--- config.mk ---
export PLATFORM = sky130hd
export DESIGN_NAME = serial_port_ctrl
export DESIGN_NICKNAME = d
export VERILOG_FILES = /design/src/rtl/serial_pkg.sv /design/src/rtl/sync_fifo.sv /design/src/rtl/serial_port_ctrl.sv
export SDC_FILE = /design/constraint.sdc
export NUM_CORES = 1
export LEC_CHECK = 0
export ABC_AREA = 1
export CAP_MARGIN = 5
export CORE_MARGIN = 5
export CORE_UTILIZATION = 24
export DETAILED_ROUTE_END_ITERATION = 8
export GPL_ROUTABILITY_DRIVEN = 0
export PLACE_DENSITY = 0.46
export SYNTH_ARGS = -nofsm -noshare
export SYNTH_HDL_FRONTEND = slang
export SYNTH_SLANG_ARGS = --single-unit
--- constraint.sdc ---
create_clock -name clock -period 2.19 [get_ports clock]
set_input_delay 0.438 -clock clock [delete_from_list [all_inputs] [get_ports clock]]
set_output_delay 0.438 -clock clock [all_outputs]
set_load 0.05 [all_outputs]
--- src/rtl/serial_pkg.sv ---
// Shared definitions for the serial port controller: FSM state encodings
// and the default FIFO depth.
package serial_pkg;

  localparam int DEFAULT_DEPTH = 8;

  typedef enum logic [1:0] {
    TX_IDLE = 2'd0,
    TX_PUSH = 2'd1,
    TX_GAP  = 2'd2
  } tx_state_e;

  typedef enum logic [1:0] {
    RX_IDLE = 2'd0,
    RX_POP  = 2'd1,
    RX_GAP  = 2'd2
  } rx_state_e;

endpackage

--- src/rtl/sync_fifo.sv ---
// Single-clock show-ahead FIFO. The head is visible combinationally.
// Push while full and pop while empty are ignored.
module sync_fifo #(
  parameter int DEPTH = 8,
  parameter int WIDTH = 8,
  parameter int CW    = $clog2(DEPTH) + 1
) (
  input  logic             clk_i,
  input  logic             srst_i,
  input  logic             push_i,
  input  logic             pop_i,
  input  logic [WIDTH-1:0] wdata_i,
  output logic [WIDTH-1:0] head_o,
  output logic [CW-1:0]    count_o,
  output logic             full_o,
  output logic             empty_o
);

  localparam int AW = $clog2(DEPTH);

  logic [WIDTH-1:0] mem_q [DEPTH];
  logic [AW-1:0]    wr_ptr_q;
  logic [AW-1:0]    rd_ptr_q;
  logic [CW-1:0]    count_q;
  logic             do_push;
  logic             do_pop;

  assign full_o  = (count_q == CW'(DEPTH));
  assign empty_o = (count_q == '0);
  assign do_push = push_i && !full_o;
  assign do_pop  = pop_i && !empty_o;
  assign head_o  = mem_q[rd_ptr_q];
  assign count_o = count_q;

  // Pointers wrap naturally because DEPTH is a power of two.
  always_ff @(posedge clk_i) begin
    if (srst_i) begin
      wr_ptr_q <= '0;
      rd_ptr_q <= '0;
      count_q  <= '0;
    end else begin
      if (do_push) wr_ptr_q <= wr_ptr_q + 1'b1;
      if (do_pop)  rd_ptr_q <= rd_ptr_q + 1'b1;
      case ({do_push, do_pop})
        2'b10:   count_q <= count_q + 1'b1;
        2'b01:   count_q <= count_q - 1'b1;
        default: count_q <= count_q;
      endcase
    end
  end

  always_ff @(posedge clk_i) begin
    if (!srst_i && do_push) mem_q[wr_ptr_q] <= wdata_i;
  end

endmodule

--- src/rtl/serial_port_ctrl.sv ---
// CPU-facing byte port: TX FIFO drained by a paced TX FSM, RX FIFO filled
// by a paced RX FSM, registered CPU read path and sticky TX drop flag.
module serial_port_ctrl
  import serial_pkg::*;
#(
  parameter int DEPTH = DEFAULT_DEPTH,
  parameter int CW    = $clog2(DEPTH) + 1
) (
  input  logic          clock,
  input  logic          reset,
  input  logic          cpu_wr_en,
  input  logic [7:0]    cpu_wr_data,
  input  logic          cpu_rd_en,
  output logic [7:0]    cpu_rd_data,
  output logic          cpu_rd_valid,
  output logic [CW-1:0] tx_count,
  output logic [CW-1:0] rx_count,
  output logic          tx_drop,
  input  logic          clr_drop,
  input  logic [7:0]    serial_in,
  input  logic          serial_valid_in,
  input  logic          serial_ready_in,
  output logic [7:0]    serial_out,
  output logic          serial_rden_out,
  output logic          serial_wren_out
);

  tx_state_e  tx_state_q, tx_state_d;
  rx_state_e  rx_state_q, rx_state_d;
  logic [7:0] serial_out_q, serial_out_d;
  logic [7:0] rd_data_q, rd_data_d;
  logic       rd_valid_q, rd_valid_d;
  logic       tx_drop_q, tx_drop_d;

  logic [7:0] tx_head, rx_head;
  logic       tx_full, tx_empty, rx_full, rx_empty;
  logic       tx_push, tx_pop, rx_push, rx_pop;

  // Full/empty are the pre-cycle view, so a same-cycle pop never rescues a write.
  assign tx_push = cpu_wr_en && !tx_full;
  assign tx_pop  = (tx_state_q == TX_PUSH);
  assign rx_push = (rx_state_q == RX_POP);
  assign rx_pop  = cpu_rd_en && !rx_empty;

  sync_fifo #(.DEPTH(DEPTH), .WIDTH(8), .CW(CW)) u_tx_fifo (
    .clk_i   (clock),
    .srst_i  (reset),
    .push_i  (tx_push),
    .pop_i   (tx_pop),
    .wdata_i (cpu_wr_data),
    .head_o  (tx_head),
    .count_o (tx_count),
    .full_o  (tx_full),
    .empty_o (tx_empty)
  );

  sync_fifo #(.DEPTH(DEPTH), .WIDTH(8), .CW(CW)) u_rx_fifo (
    .clk_i   (clock),
    .srst_i  (reset),
    .push_i  (rx_push),
    .pop_i   (rx_pop),
    .wdata_i (serial_in),
    .head_o  (rx_head),
    .count_o (rx_count),
    .full_o  (rx_full),
    .empty_o (rx_empty)
  );

  always_comb begin
    tx_state_d   = tx_state_q;
    rx_state_d   = rx_state_q;
    serial_out_d = serial_out_q;
    tx_drop_d    = tx_drop_q;
    rd_valid_d   = rx_pop;
    rd_data_d    = rx_pop ? rx_head : 8'h00;

    case (tx_state_q)
      TX_IDLE: if (!tx_empty && serial_ready_in) tx_state_d = TX_PUSH;
      TX_PUSH: tx_state_d = TX_GAP;
      TX_GAP:  tx_state_d = TX_IDLE;
      default: tx_state_d = TX_IDLE;
    endcase

    case (rx_state_q)
      RX_IDLE: if (serial_valid_in && !rx_full) rx_state_d = RX_POP;
      RX_POP:  rx_state_d = RX_GAP;
      RX_GAP:  rx_state_d = RX_IDLE;
      default: rx_state_d = RX_IDLE;
    endcase

    // Head is captured on entry to TX_PUSH and then held between strobes.
    if (tx_state_q == TX_IDLE && tx_state_d == TX_PUSH) serial_out_d = tx_head;

    if (clr_drop) tx_drop_d = 1'b0;
    if (cpu_wr_en && tx_full) tx_drop_d = 1'b1;
  end

  always_ff @(posedge clock) begin
    if (reset) begin
      tx_state_q   <= TX_IDLE;
      rx_state_q   <= RX_IDLE;
      serial_out_q <= 8'h00;
      rd_data_q    <= 8'h00;
      rd_valid_q   <= 1'b0;
      tx_drop_q    <= 1'b0;
    end else begin
      tx_state_q   <= tx_state_d;
      rx_state_q   <= rx_state_d;
      serial_out_q <= serial_out_d;
      rd_data_q    <= rd_data_d;
      rd_valid_q   <= rd_valid_d;
      tx_drop_q    <= tx_drop_d;
    end
  end

  assign serial_wren_out = (tx_state_q == TX_PUSH);
  assign serial_rden_out = (rx_state_q == RX_POP);
  assign serial_out      = serial_out_q;
  assign cpu_rd_data     = rd_data_q;
  assign cpu_rd_valid    = rd_valid_q;
  assign tx_drop         = tx_drop_q;

endmodule

==> results of run 1 <==
==> power by group through the flow <==
stage | Combinational [W] | Clock (W) | Sequential [W]
2_1_floorplan | 0.000946 | 0 | 0.00410
3_3_place_gp | 0.00197 | 0 | 0.00379
3_5_place_dp | 0.00196 | 0 | 0.00379
4_1_cts | 0.00197 | 0.00315 | 0.00372
5_1_grt | 0.00215 | 0.00329 | 0.00374
6_report | 0.00194 | 0.00308 | 0.00371
==> flip-flops by register name (all words and copies together), names as in the netlist <==
name                cells
tx_drop                 1
tx_state_q              2
u_rx_fifo.wr_ptr_q      3
rx_state_q              2
cpu_rd_valid            1
u_tx_fifo.rd_ptr_q      3
u_rx_fifo.mem_q        64
u_tx_fifo.mem_q        64
serial_out              8
u_tx_fifo.wr_ptr_q      3
u_rx_fifo.rd_ptr_q      3
u_rx_fifo.count_o       4
cpu_rd_data             8
u_tx_fifo.count_o       4
==> layout by cell type, fill, tap and decap left out, drive strengths merged, types with 2 or more instances in the layout <==
| cell | count |
|---|---|
| ha | 9 |
| clkbuf | 18 |
| dfxtp | 42 |
| nand3 | 26 |
| o21ai | 92 |
| o211ai | 16 |
| buf | 42 |
| nor3 | 3 |
| nor2 | 144 |
| edfxtp | 128 |
| clkdlybuf4s50 | 44 |
| a21oi | 24 |
| xor2 | 4 |
| a31oi | 8 |
| nand2 | 45 |
| inv | 40 |
| nand4 | 3 |
| dlygate4sd2 | 3 |
| clkinv | 4 |
| bufinv | 2 |
==> per-layer routing <==
metal | global-route usage [%] | vias up
met5 | 0 | -
met4 | 3.51 | 0
met3 | 2.52 | 20
met2 | 15.8 | 90
met1 | 13.7 | 2185
li1 | - | 2288
==> through the flow <==
stage | hold WS (ps) | instance area [sq um] | power (W) | util, %
2_1_floorplan | 443 | 6790 | 0.00504 | -
4_1_cts | 468 | 8520 | 0.00883 | 30.6
5_1_grt | 499 | 8530 | 0.00917 | 30.6
3_3_place_gp | 457 | 7930 | 0.00576 | 28.5
6_report | 462 | 8530 | 0.00873 | 30.6
3_5_place_dp | 458 | 7930 | 0.00575 | 28.5
==> final timing paths <==
path | from | to | slack, ps | depth (start not counted)
max | u_rx_fifo.count_o[1]$_SDFFE_PP0P_ | rx_count[1] | 60 | 1
min | rx_state_q[1]$_SDFFE_PP0P_ | rx_state_q[0]$_SDFFE_PP0P_ | 460 | 1
max reg2reg | u_rx_fifo.count_o[1]$_SDFFE_PP0P_ | u_rx_fifo.count_o[2]$_SDFFE_PP0P_ | 280 | 10
min reg2reg | rx_state_q[1]$_SDFFE_PP0P_ | rx_state_q[0]$_SDFFE_PP0P_ | 460 | 1
==> cell type report <==
type / count / area share [%]
clock buffer: 18 / 5.03
clock inverter: 14 / 2.01
sequential: 170 / 54.9
timing repair buffer: 90 / 9.32
tap: 378 / 5.55
multi-input combinational: 378 / 21.7
inverter: 33 / 1.45
==> cell families (layout without fill, tap and decap cells) <==
group | after synthesis | count (layout) | share of synthesized area, %
and+or+nand+nor | 224 | 224 | 13.5
adders and majority gates | 9 | 9 | 1.66
AOI/OAI and AO/OA | 140 | 140 | 11.3
xor gates and xnor gates | 5 | 5 | 0.646
buffers and inverters | 59 | 155 | 3.76
DFF | 170 | 170 | 69.1
==> repair_timing <==
item                                    CTS  global route
pin swaps                                 0             0
gates resized for setup                   3             1
cloned                                    0             0
endpoints found under the setup margin    3             1
==> metrics.md, run 1 <==
| Metric | Value |
|---|---|
| Post-synth top cells | `142 x nor2_1, 128 x edfxtp_1, 92 x o21ai_0` |
| Syn_area_per_cell | `11.2 sq um` |
| Final Skew | `12.8 ps` |
| Die height | `178 um` |
| Routed metal-1 wire length | `7460 um` |
| Share of layout cells above drive strength 1 | `11.8%` |
| Total congestion overflow | `0` |
| Worst-path clk slew | `70 ps` |
| Post-place setup slack | `37.1 ps` |
| Max VDD drop | `0.555 mV` |
| Routed len/inst | `14.6 um` |
| Max FO, Critical Path | `6` |
| Synth top area cells | `edfxtp_1 57%, dfxtp_1 12%, nor2_1 7.9%` |
| Total CTS buffers | `17` |
| Comb pwr share | `22.2%` |
| # Max-Cap Violations | `0` |
| WL met2 | `7260 um` |
| Cells along the critical path | `clkdlybuf4s50_1` |
| Startpoint types | `flop` |
| Fill cells | `2855` |
| Cells after Synth | `607` |
| Most frequent cell after synthesis | `nor2_1` |
| Final Net Count | `722` |
| Period minus WS final | `2130 ps` |
| Number of diodes | `0` |
| Setup TNS | `0 ps` |
| Max-slew violations | `0` |
| Critical path's slowest cell | `clkdlybuf4s50_1` |
| Post-synthesis sequential area ratio | `69.1%` |
| Mean number of vias per cell | `4.24` |
| Yosys warns | `0` |
| PwrDens | `1020 nW/um^2` |
| Net Sw Frac | `31.3%` |
| # Post-CTS Setup Buffers | `0` |
| ANT nets after route | `0` |
| Internal power | `0.00600 W` |
| Final setup fails | `0` |
| Die span in x | `178 um` |
| Relative slew slack | `65.8%` |
| Clk_lat worst skew | `430 ps` |
| Register Area | `4680 sq um` |
| WL met3 | `793 um` |
| Seq pwr share | `42.6%` |
| LEAKAGE | `3.00 nW` |
| Initial antenna violation count | `0` |
| Area grow syn2layout | `25.7%` |
| Rows | `61` |
| Net switching power | `0.00273 W` |
| Post-Syn Area | `6780 sq um` |
| Flop and latch count out of synthesis | `170` |
| # port buffers | `50` |
| Routed wire length | `15800 um` |
| Least-Margin Pin Slew | `512 ps` |
| Largest delay share family, worst path | `buffers and inverters` |
| Die ar. | `31700 sq um` |
| Distinct cells, synth | `31` |
| Hold_buf cts | `0` |
| Buf/Inv on CP | `1` |
| WP data required | `1750 ps` |
| Hold Crit Class | `flop to flop` |
| Placed Cells | `1049` |
| Clock Tree Root | `clkbuf_16` |
| Pin count of the biggest net entering global routing | `36` |
| Boundary Pins | `51` |
| Crit Path Class | `flop to output pin` |
| Clock power share | `35.3%` |
| Yosys top cell by area | `edfxtp_1` |
| Fin cells | `1081` |
| Max stage delay on crit path | `840 ps` |
| Final WS setup | `57.1 ps` |
| Vias | `4583` |
| CP endpoint kind | `output pin` |
| Core ar. | `27900 sq um` |
| DP HPWL | `10800 um` |
| CTS Buffer Depth | `2` |
| Status | `finished, final reports clean` |
| Fin crit share | `97.4%` |
| Final Hold Fails | `0` |
| Gr usage total | `10.1%` |
| Residual DRC | `0` |
| Syn Nets | `639` |
| CTS tree | `yes` |
| Initial core utilization | `24.3%` |
| DRT Pass-1 Iters | `4` |
| Post-synth EDFFs | `128` |
| Async set or reset register ratio after synthesis | `0%` |
| Main synth FF type | `edfxtp_1` |
| Top cell type's share of synthesized area | `56.7%` |
| Number of global-route vias before repair | `4385` |
| Worst Path Arrival | `1690 ps` |
| H-tree depth | `4` |
| Top Metal Used | `met4` |
| Multi-input logic area | `1850 sq um` |
| Max Fclk | `469 MHz` |
| First-pass GRT wire length | `24400 um` |
| Iter 0 DRT Violations | `409` |
| RSZ-0062 raised after global routing | `false` |
| Clock sink count | `170` |
Power figures use the tool's default switching activity.
==> inputs of run 2 (changes only) <==
--- a/config.mk
+++ b/config.mk
@@ -14,4 +14,5 @@
 export PLACE_DENSITY = 0.46
 export SYNTH_ARGS = -nofsm -noshare
 export SYNTH_HDL_FRONTEND = slang
+export SYNTH_HIERARCHICAL = 1
 export SYNTH_SLANG_ARGS = --single-unit
==> metrics.md, run 2 <==
| Metric | Value |
|---|---|
| Clk_lat worst skew | `430 ps` |
| Crit Path Class | `flop to output pin` |
| Worst Path Arrival | `1620 ps` |
| Buf/Inv on CP | `1` |
| Share of layout cells above drive strength 1 | `12.9%` |
| Total CTS buffers | `17` |
| Syn Nets | `744` |
| Number of global-route vias before repair | `4830` |
| Residual DRC | `0` |
| # Post-CTS Setup Buffers | `0` |
| Iter 0 DRT Violations | `320` |
| First-pass GRT wire length | `26600 um` |
| Worst R2R Start | `u_tx_fifo/count_o[1]$_SDFFE_PP0P_` |
| Max FO, Critical Path | `2` |
| Hold path depth | `1` |
| Routed wire length | `16700 um` |
| Boundary Pins | `51` |
| H-tree depth | `4` |
| Max-slew violations | `0` |
| PwrDens | `1150 nW/um^2` |
| Main synth FF type | `edfxtp_1` |
| Hold Crit Class | `flop to flop` |
| WP data required | `1750 ps` |
| ANT nets after route | `0` |
| Routed len/inst | `13.8 um` |
| RSZ-0062 raised after global routing | `false` |
| Syn_area_per_cell | `10.3 sq um` |
| Startpoint types | `flop` |
| Final Skew | `16.5 ps` |
| Design Power | `0.0104 W` |
| Post-Syn Area | `7320 sq um` |
| Core Util, Final | `29.7%` |
| DP HPWL | `11100 um` |
| Least-Margin Pin Slew | `606 ps` |
| Synth top area cells | `edfxtp_1 53%, dfxtp_1 13%, nor2_1 8.5%` |
| LEAKAGE | `3.49 nW` |
| Final Net Count | `830` |
| Yosys top cell by area | `edfxtp_1` |
| Async set or reset register ratio after synthesis | `0%` |
| Max Fclk | `485 MHz` |
| Clock sink count | `176` |
| Total congestion overflow | `0` |
| Die span in x | `185 um` |
| Worst-path clk slew | `70 ps` |
| Post-synth EDFFs | `128` |
| Hold_buf cts | `0` |
| Status | `finished, final reports clean` |
| Mean number of vias per cell | `4.03` |
| Core ar. | `30300 sq um` |
| Vias | `4853` |
| Area grow syn2layout | `23.4%` |
| Relative slew slack | `59.6%` |
| Gr usage total | `10.1%` |
| Most frequent cell after synthesis | `nor2_1` |
| Largest regs | `u_rx_fifo/mem_q: 64 flops, u_tx_fifo/mem_q: 64 flops` |
| Max stage delay on crit path | `870 ps` |
| Post-synthesis sequential area ratio | `65.7%` |
| FF-to-FF End | `u_tx_fifo/count_o[3]$_SDFFE_PP0P_` |
| Hold_ws | `418 ps` |
| Yosys warns | `6` |
| Critical path's slowest cell | `clkdlybuf4s50_1` |
| Clock Tree Root | `clkbuf_16` |
| # port buffers | `50` |
| Hold endpoint | `rx_state_q[0]$_SDFFE_PP0P_` |
| CP endpoint kind | `output pin` |
| Post-place setup slack | `-131 ps` |
| Reg2reg path depth | `11` |
| Period minus WS final | `2060 ps` |
| Max VDD drop | `0.584 mV` |
| Post-synth top cells | `165 x nor2_1, 128 x edfxtp_1, 110 x nand2_1` |
| Final Hold Fails | `0` |
| Final WS setup | `129 ps` |
| DRT Pass-1 Iters | `4` |
| Rows | `64` |
| CTS tree | `yes` |
| Number of diodes | `0` |
| Distinct cells, synth | `29` |
| CTS Buffer Depth | `2` |
| Final setup fails | `0` |
| Most frequent cells in the layout | `162 x nor2_1, 128 x edfxtp_1, 110 x nand2_1` |
| Initial antenna violation count | `0` |
| Flop and latch count out of synthesis | `176` |
| Cells after Synth | `709` |
| # Max-Cap Violations | `0` |
| Fin crit share | `94.1%` |
| Reg-to-reg setup timing slack | `150 ps` |
| Pin count of the biggest net entering global routing | `33` |
| Initial core utilization | `24.1%` |
| Cells along the critical path | `clkdlybuf4s50_1` |
| Largest delay share family, worst path | `buffers and inverters` |
| # resized after CTS | `1` |
| Top cell type's share of synthesized area | `52.5%` |
| Die height | `185 um` |
| Die ar. | `34100 sq um` |
| Commonest non-fill, non-tap cell in the layout | `nor2_1` |
| Hold Crit Start | `rx_state_q[0]$_SDFFE_PP0P_` |
==> run 2: cell type report <==
| cell class | count | area [sq um] |
|---|---|---|
| clock buffers | 17 | 425 |
| clock inverters | 15 | 160 |
| fillers | 3148 | 21300 |
| inverters | 63 | 241 |
| multi-input cells | 446 | 2080 |
| flip-flops and latches | 176 | 4820 |
| well taps | 396 | 495 |
| repair buffers | 91 | 802 |
==> run 2: how the worst max path moves through the flow <==
stage	cells past startpoint	startpoint	end	slack [ps]
final	1	serial_out[0]$_SDFFE_PP0P_	serial_out[0]	130
after global routing	12	u_tx_fifo/count_o[1]$_SDFFE_PP0P_	u_tx_fifo/count_o[2]$_SDFFE_PP0P_	6
after CTS	1	u_tx_fifo/count_o[2]$_SDFFE_PP0P_	tx_count[2]	80
after detailed placement	11	cpu_rd_en	u_rx_fifo/count_o[2]$_SDFFE_PP0P_	-130
after global placement	11	cpu_wr_en	u_tx_fifo/count_o[3]$_SDFFE_PP0P_	-130
after floorplan	12	u_rx_fifo/count_o[3]$_SDFFE_PP0P_	u_rx_fifo/count_o[2]$_SDFFE_PP0P_	4
==> run 2: report_power, final <==
group	internal (W)	switching, W	leakage, nW	total, W
clock	0.00154	0.00148	0.291	0.00301
sequential	0.00390	0.000211	1.55	0.00411
combinational	0.00112	0.00215	1.65	0.00327
==> run 2: cells by family (layout without fill, tap and decap cells) <==
logic type               Yosys count  count (layout)  synth area share [%]
AO/OA/AOI/OAI                    115             115                  7.87
buffers and inverters             87             186                  6.31
XOR/XNOR                           5               5                 0.599
adder cells (fa/ha/maj)           12              12                  2.26
flip-flops                       176             176                  65.7
AND/OR/NAND/NOR                  314             314                  17.3
==> run 2: metal layers <==
layer  vias up  track usage (%)  share of wire, %
li1       2525                -                 -
met1      2275             13.1                47
met2        51             16.8                50
met3         2             2.15               3.1
met4         0             3.25              0.53
met5         -                0                 0
==> run 2: through the flow <==
step           std cells  area, sq um  TNS (ps)
2_1_floorplan        709         7360         0
3_3_place_gp        1172         8440      -256
3_5_place_dp        1172         8440      -384
4_1_cts             1204         9020         0
5_1_grt             1204         9030         0
6_report            1204         9030         0
